--- config.mk ---
export PLATFORM = sky130hd
export DESIGN_NAME = jtframe_db15_multi
export DESIGN_NICKNAME = d
export VERILOG_FILES = /design/src/rtl/jtframe_db15_pkg.sv /design/src/rtl/jtframe_db15_cen.sv /design/src/rtl/jtframe_db15_multi.sv
export SDC_FILE = /design/constraint.sdc
export NUM_CORES = 1
export LEC_CHECK = 0
export CAP_MARGIN = 20
export CORE_AREA = 2 2 132 134
export DETAILED_ROUTE_END_ITERATION = 6
export DIE_AREA = 0 0 134 136
export GPL_TIMING_DRIVEN = 0
export RECOVER_POWER = 100
export SYNTH_ARGS = -nofsm -noshare
export SYNTH_HDL_FRONTEND = slang
export SYNTH_SLANG_ARGS = --single-unit
export TNS_END_PERCENT = 100
--- constraint.sdc ---
create_clock -name clk -period 2.6 [get_ports clk]
set_input_delay 0.52 -clock clk [delete_from_list [all_inputs] [get_ports clk]]
set_output_delay 0.52 -clock clk [all_outputs]
set_load 0.02 [all_outputs]
--- src/rtl/jtframe_db15_pkg.sv ---
// Shared types and helpers for the DB15 serial pad reader.
//   db15_state_t : reader FSM states
//   frame_ticks  : ticks taken by one full frame (for benches and timing budgets)
//   cnt_width    : counter width able to hold 0..n-1 (never below 1 bit)
package jtframe_db15_pkg;

   typedef enum logic [2:0] {
      ST_IDLE,
      ST_LOAD,
      ST_SHIFT_LO,
      ST_SHIFT_HI,
      ST_LATCH,
      ST_GAP
   } db15_state_t;

   function automatic int frame_ticks(input int players, input int bits,
                                      input int loadlen, input int gap);
      return 1 + loadlen + 2 * players * bits + 1 + gap;
   endfunction

   function automatic int cnt_width(input int n);
      return (n > 1) ? $clog2(n) : 1;
   endfunction

endpackage

--- src/rtl/jtframe_db15_cen.sv ---
// Tick generator: free-running counter 0..DIV-1, one-clk tick on the last count.
// Reusable by any serial pad reader that needs a slow bit clock.
//   clk   : system clock
//   rst_n : asynchronous active-low reset (counter restarts at 0)
//   tick  : high for one clk every DIV clks
module jtframe_db15_cen
   import jtframe_db15_pkg::*;
#(
   parameter int DIV = 48
) (
   input  logic clk,
   input  logic rst_n,
   output logic tick
);

   localparam int CW = cnt_width(DIV);

   logic [CW-1:0] r_cnt;

   always_ff @(posedge clk or negedge rst_n) begin
      if (!rst_n) begin
         r_cnt <= '0;
      end else if (r_cnt == CW'(DIV - 1)) begin
         r_cnt <= '0;
      end else begin
         r_cnt <= r_cnt + 1'b1;
      end
   end

   assign tick = (r_cnt == CW'(DIV - 1));

endmodule

--- src/rtl/jtframe_db15_multi.sv ---
// DB15 joystick adapter reader for any number of players x bits.
// Drives the adapter load/clock lines, shifts in the chain, debounces whole
// frames and flags controllers whose lines are all at the idle level.
//   clk        : system clock
//   rst_n      : asynchronous active-low reset
//   en         : scanning enable, only looked at between frames
//   joy_clk    : adapter shift clock (registered)
//   joy_load   : adapter parallel-load strobe, high = load (registered)
//   joy_data   : adapter serial data, asynchronous to clk
//   joystick   : debounced buttons, player p bit b at [p*BITS+b], active-high
//   present    : controller p detected
//   frame_done : one-clk pulse when joystick/present are updated
//
// state       | meaning
// ST_IDLE     | lines low, waiting for a tick with en=1
// ST_LOAD     | joy_load high for LOADLEN ticks
// ST_SHIFT_LO | joy_clk low, sample data bit at end of tick
// ST_SHIFT_HI | joy_clk high, advance to next bit
// ST_LATCH    | debounce and commit the captured frame
// ST_GAP      | lines low for GAP ticks
module jtframe_db15_multi
   import jtframe_db15_pkg::*;
#(
   parameter int PLAYERS    = 2,
   parameter int BITS       = 16,
   parameter int DIV        = 48,
   parameter int LOADLEN    = 2,
   parameter int GAP        = 64,
   parameter int HOLD       = 2,
   parameter int ACTIVE_LOW = 1
) (
   input  logic                      clk,
   input  logic                      rst_n,
   input  logic                      en,
   output logic                      joy_clk,
   output logic                      joy_load,
   input  logic                      joy_data,
   output logic [PLAYERS*BITS-1:0]   joystick,
   output logic [PLAYERS-1:0]        present,
   output logic                      frame_done
);

   localparam int   NB  = PLAYERS * BITS;
   localparam int   IW  = cnt_width(NB);
   localparam int   TW  = cnt_width((LOADLEN > GAP) ? LOADLEN : GAP);
   localparam int   SW  = $clog2(HOLD + 1);
   localparam logic POL = (ACTIVE_LOW != 0);

   db15_state_t        r_state;
   logic [IW-1:0]      r_idx;
   logic [TW-1:0]      r_tcnt;
   logic [NB-1:0]      r_cap;
   logic [NB-1:0]      r_prev;
   logic [SW-1:0]      r_stable;
   logic [1:0]         r_sync;
   logic               r_jclk;
   logic               r_load;
   logic [NB-1:0]      r_joy;
   logic [PLAYERS-1:0] r_present;
   logic               r_done;

   logic               w_tick;
   logic               w_bit;
   logic [SW-1:0]      w_stable_nxt;
   logic               w_commit;
   logic [NB-1:0]      w_joy;
   logic [PLAYERS-1:0] w_present;

   jtframe_db15_cen #(.DIV(DIV)) u_cen (
      .clk   (clk),
      .rst_n (rst_n),
      .tick  (w_tick)
   );

   always_ff @(posedge clk or negedge rst_n) begin
      if (!rst_n) begin
         r_sync <= '0;
      end else begin
         r_sync <= {r_sync[0], joy_data};
      end
   end

   assign w_bit = r_sync[1] ^ POL;

   always_comb begin
      w_stable_nxt = r_stable;
      if (r_cap != r_prev) begin
         w_stable_nxt = SW'(1);
      end else if (r_stable != SW'(HOLD)) begin
         w_stable_nxt = r_stable + 1'b1;
      end
   end

   assign w_commit = (w_stable_nxt == SW'(HOLD));

   // After polarity correction an absent player (all lines idle) reads as
   // all zeros, so presence is simply "any bit set" in its slice.
   always_comb begin
      w_joy     = '0;
      w_present = '0;
      for (int p = 0; p < PLAYERS; p++) begin
         w_present[p] = |r_cap[p*BITS +: BITS];
         if (w_present[p]) begin
            w_joy[p*BITS +: BITS] = r_cap[p*BITS +: BITS];
         end
      end
   end

   always_ff @(posedge clk or negedge rst_n) begin
      if (!rst_n) begin
         r_state   <= ST_IDLE;
         r_idx     <= '0;
         r_tcnt    <= '0;
         r_cap     <= '0;
         r_prev    <= '0;
         r_stable  <= '0;
         r_jclk    <= 1'b0;
         r_load    <= 1'b0;
         r_joy     <= '0;
         r_present <= '0;
         r_done    <= 1'b0;
      end else begin
         r_done <= 1'b0;
         if (w_tick) begin
            case (r_state)
               ST_IDLE: begin
                  if (en) begin
                     r_state <= ST_LOAD;
                     r_load  <= 1'b1;
                     r_tcnt  <= '0;
                  end
               end
               ST_LOAD: begin
                  if (r_tcnt == TW'(LOADLEN - 1)) begin
                     r_state <= ST_SHIFT_LO;
                     r_load  <= 1'b0;
                     r_idx   <= '0;
                  end else begin
                     r_tcnt <= r_tcnt + 1'b1;
                  end
               end
               ST_SHIFT_LO: begin
                  r_cap[r_idx] <= w_bit;
                  r_jclk       <= 1'b1;
                  r_state      <= ST_SHIFT_HI;
               end
               ST_SHIFT_HI: begin
                  r_jclk <= 1'b0;
                  if (r_idx == IW'(NB - 1)) begin
                     r_state <= ST_LATCH;
                  end else begin
                     r_idx   <= r_idx + 1'b1;
                     r_state <= ST_SHIFT_LO;
                  end
               end
               ST_LATCH: begin
                  r_prev   <= r_cap;
                  r_stable <= w_stable_nxt;
                  if (w_commit) begin
                     r_joy     <= w_joy;
                     r_present <= w_present;
                     r_done    <= 1'b1;
                  end
                  r_tcnt  <= '0;
                  r_state <= ST_GAP;
               end
               ST_GAP: begin
                  if (r_tcnt == TW'(GAP - 1)) begin
                     r_state <= ST_IDLE;
                  end else begin
                     r_tcnt <= r_tcnt + 1'b1;
                  end
               end
               default: begin
                  r_state <= ST_IDLE;
                  r_jclk  <= 1'b0;
                  r_load  <= 1'b0;
               end
            endcase
         end
      end
   end

   assign joy_clk    = r_jclk;
   assign joy_load   = r_load;
   assign joystick   = r_joy;
   assign present    = r_present;
   assign frame_done = r_done;

endmodule

==> run_results.csv <==
group,metric,value,unit
power_and_ir_drop,irDropWorstVdd,0.000453,V
timing,hold_viol,0,
clock_network,h-tree-depth,4,
yosys,synth_area,0.00582,mm²
yosys,synth_cell_types,46,
placement,dp_hpwl,8840,µm
drt,drc_errors,0,
grt,grt-ovfl-total,0,
yosys,yosysWarnings,0,
critical_path,cp_cell_sequence,"xnor2_1 -> nand4_1 -> nor4_4 -> nand4_4 -> buf_2 -> mux2_1",
power_and_ir_drop,leakage,3.41,nW
hold_path,hold_class,"flop to flop",
clock_network,cts_tree,"done",
drt,via_per_inst,5.17,
grt,grtUsageTotal,15.0,%
yosys,yosys.area_share.adder,1.94,%
yosys,ys_async_sr_fraction,100,%
finish,synthToLayoutAreaGrowth,21.3,%
clock_network,clockBufferDepth,2,
power_and_ir_drop,power_switching,0.973,mW
critical_path,r2r-end,"joystick[1]",
finish,fin_util,41.8,%
power_and_ir_drop,power.share.clock,53.8,%
floorplan,start_util,34.5,%
critical_path,cp-end-kind,"flop",
drt,drtIter0Drc,260,
yosys,synth_xor_area_share,5.12,%
timing,maxSlewViolCount,0,
finish,seqCellArea,0.00313,mm²
grt,grt_pass1_wl,21000,µm
yosys,synth_nets,487,
placement,portBuffers,40,
drt,first_pass_iters,5,
yosys,synth-edff-count,0,
timing,clock_skew,0.0165,ns
power_and_ir_drop,seqPwrFrac,44.1,%
yosys,netlist_instances,474,
critical_path,critPathMaxStageDelay,0.43,ns
finish,multi_input_area,0.00246,mm²
yosys,synth.yosys.seq_area_share,53.8,%
timing,setup_viol,0,
yosys,synth-simple-area-share,9.76,%
finish,final_common_cell,"dfrtp_1",
timing,grt_setup_unrepaired,"false",
timing,hold_ws,0.345,ns
clock_network,clk_pin_slew,0.05,ns
finish,fin_cells,773,
drt,wl_per_cell,16.5,µm
drt,finalWirelength,12800,µm
yosys,ys_ff_latch,125,
clock_network,cts_buffers,17,
finish,drive_gt1_share,19.0,%
yosys,avgSynthCellArea,12.3,µm²
critical_path,rr_startpoint,"r_cap[18]",
grt,grt_max_degree,96,
finish,finalNetCount,548,
hold_path,hold_end,"r_sync[1]",
floorplan,die_area,0.0182,mm²
yosys,yosysTopAreaCell,"dfrtp_1",
power_and_ir_drop,p_comb_share,2.1,%
critical_path,worst_r2r_path_depth,6,
clock_network,clock_latency,0.42,ns
critical_path,cp.arrival,2.70,ns
yosys,synthMuxAreaShare,15.9,%
floorplan,pin_count,41,
grt,grt_antenna_before_repair,0,
hold_path,min_from,"r_sync[0]",
timing,timing.final.crit_period,2.41,ns
grt,first_global_vias,3996,
timing,fmax,0.416,GHz
critical_path,cp-start-kind,"flop",
yosys,synth_top_family_by_area,"multiplexers",
placement,gp_congestion,0.858,
yosys,synth_top_area_share,53.8,%
yosys,synth_compound_area_share,10.4,%
floorplan,core,0.0169,mm²
floorplan,dieHeight,136,µm
yosys,synthTopCellsByArea,"dfrtp_1, mux2_4, mux2_2",
critical_path,worst-path-max-fanout,10,
job,max_cap_violations,0,
finish,fillers,1576,
timing,worstMarginPinSlew,1.30,ns
finish,diodes,0,
power_and_ir_drop,switching_share,21.9,%
finish,final_cell_mix,"dfrtp_1, dlygate4sd3_1, a21oi_1, mux2_2, a31oi_1",
clock_network,clock-sinks,125,
clock_network,post_cts_buffers,0,
floorplan,die_w,134,µm
drt,antenna_left,0,
floorplan,rows,48,
critical_path,worstSetupPathType,"flop to flop",
power_and_ir_drop,internal-power,3.47,mW
placement,placed_cells,740,
timing,fin_crit_sh,92.6,%
timing,slew_headroom,13.4,%
critical_path,cpMaxStageDelayCell,"dfrtp_1",
critical_path,reg2reg_slack,0.19,ns
yosys,synth_ff_type,"dfrtp_1",
drt,num_vias,3996,
power_and_ir_drop,power,4.44,mW
power_and_ir_drop,power.density,630,mW/mm²
status,status,"finished clean",
timing,fin_tns_setup,0,ns
hold_path,min_path_cells,0,
clock_network,cts-root-buf,"clkbuf_16",
critical_path,cp_data_required_time,2.89,ns
sequential cells by signal (all words and copies together) (netlist names):
signal       flops
joystick        32
r_cap           32
r_prev          32
r_tcnt           6
u_cen.r_cnt      6
r_idx            5
r_state          3
present          2
r_stable         2
r_sync           2
frame_done       1
joy_clk          1
joy_load         1
cell families (layout without fill, tap and decap cells):
| kind of cell | Yosys count | in the layout |
|---|---|---|
| flops | 125 | 125 |
| mux | 73 | 73 |
| simple gates | 92 | 92 |
| fa+ha+maj | 9 | 9 |
| xor+xnor | 34 | 34 |
| buf+inv | 38 | 112 |
| compound gates | 103 | 103 |
synthesized netlist by cell type (2+ instances only):
library cell,instances
dfrtp_1,125
clkbuf_1,9
nand3_1,4
nand4_1,17
a31oi_1,34
xnor2_1,32
buf_2,5
nand2b_1,2
inv_1,10
xor2_1,2
o31ai_1,2
nand4_4,2
and4_1,2
a21oi_1,38
and3_1,7
nor3_1,5
mux2_2,37
buf_1,6
a22o_1,2
mux2i_1,6
nor4_1,10
nand2_1,12
ha_1,9
nor2_1,15
buf_6,3
clkbuf_2,4
nor3b_1,5
o2bb2ai_1,2
and2_1,5
o21ai_0,17
mux2_4,30
what timing repair did:
| action | 4_1_cts | 5_1_grt |
|---|---|---|
| hold buffers | 1 | 0 |
| gates resized for setup | 0 | 0 |
| hold endpoints to repair | 30 | 0 |
critical path: cells and delay by family (launching register included):
family                    cells  cell delay [ns]
DFF                           1             0.43
muxes                         1             0.34
xor gates and xnor gates      1             0.34
buffers and inverters         1             0.28
and+or+nand+nor               3             0.88
layout make-up:
cell class / count / share of cell area, %
buffer: 28 / 1.74
clock buffer: 21 / 6.67
clock inverter: 11 / 1.86
inverter: 10 / 0.532
multi-input combinational: 311 / 34.9
sequential: 125 / 44.3
tap: 225 / 3.99
timing repair buffer: 42 / 5.94
metrics by stage:
stage | cell area [µm²] | setup slack (ns)
floorplan | 5820 | 0.598
global placement | 6500 | -3.79
detailed placement | 6530 | 0.260
CTS | 7140 | 0.239
global route | 7060 | 0.0683
finish | 7060 | 0.193
metal layers:
| metal | vias to the layer above | global-route usage [%] | share of wire, % |
|---|---|---|---|
| li1 | 1868 | - | - |
| met1 | 1988 | 18.9 | 44 |
| met2 | 124 | 25.0 | 50 |
| met3 | 16 | 3.65 | 4.5 |
| met4 | 0 | 5.50 | 1.6 |
| met5 | - | 0 | 0 |
power groups by stage:
stage	clock, mW	combinational (mW)	sequential, mW
6_report	2.39	0.0931	1.96
5_1_grt	2.53	0.108	1.96
4_1_cts	2.44	0.0999	1.96
3_5_place_dp	0	0.0980	1.99
3_3_place_gp	0	0.0903	1.99
2_1_floorplan	0	0.0338	1.99
worst max-delay path by stage:
stage | from | end | slack [ns] | cells after the start
2_1_floorplan | u_cen.r_cnt[0] | joystick[0] | 0.60 | 8
3_3_place_gp | rst_n | r_tcnt[3] | -3.79 | 1
3_5_place_dp | r_cap[18] | joystick[1] | 0.26 | 6
4_1_cts | r_cap[18] | joystick[1] | 0.24 | 6
5_1_grt | u_cen.r_cnt[0] | joystick[3] | 0.07 | 8
6_report | r_cap[18] | joystick[1] | 0.19 | 6
(Power assumes the default switching activity.)
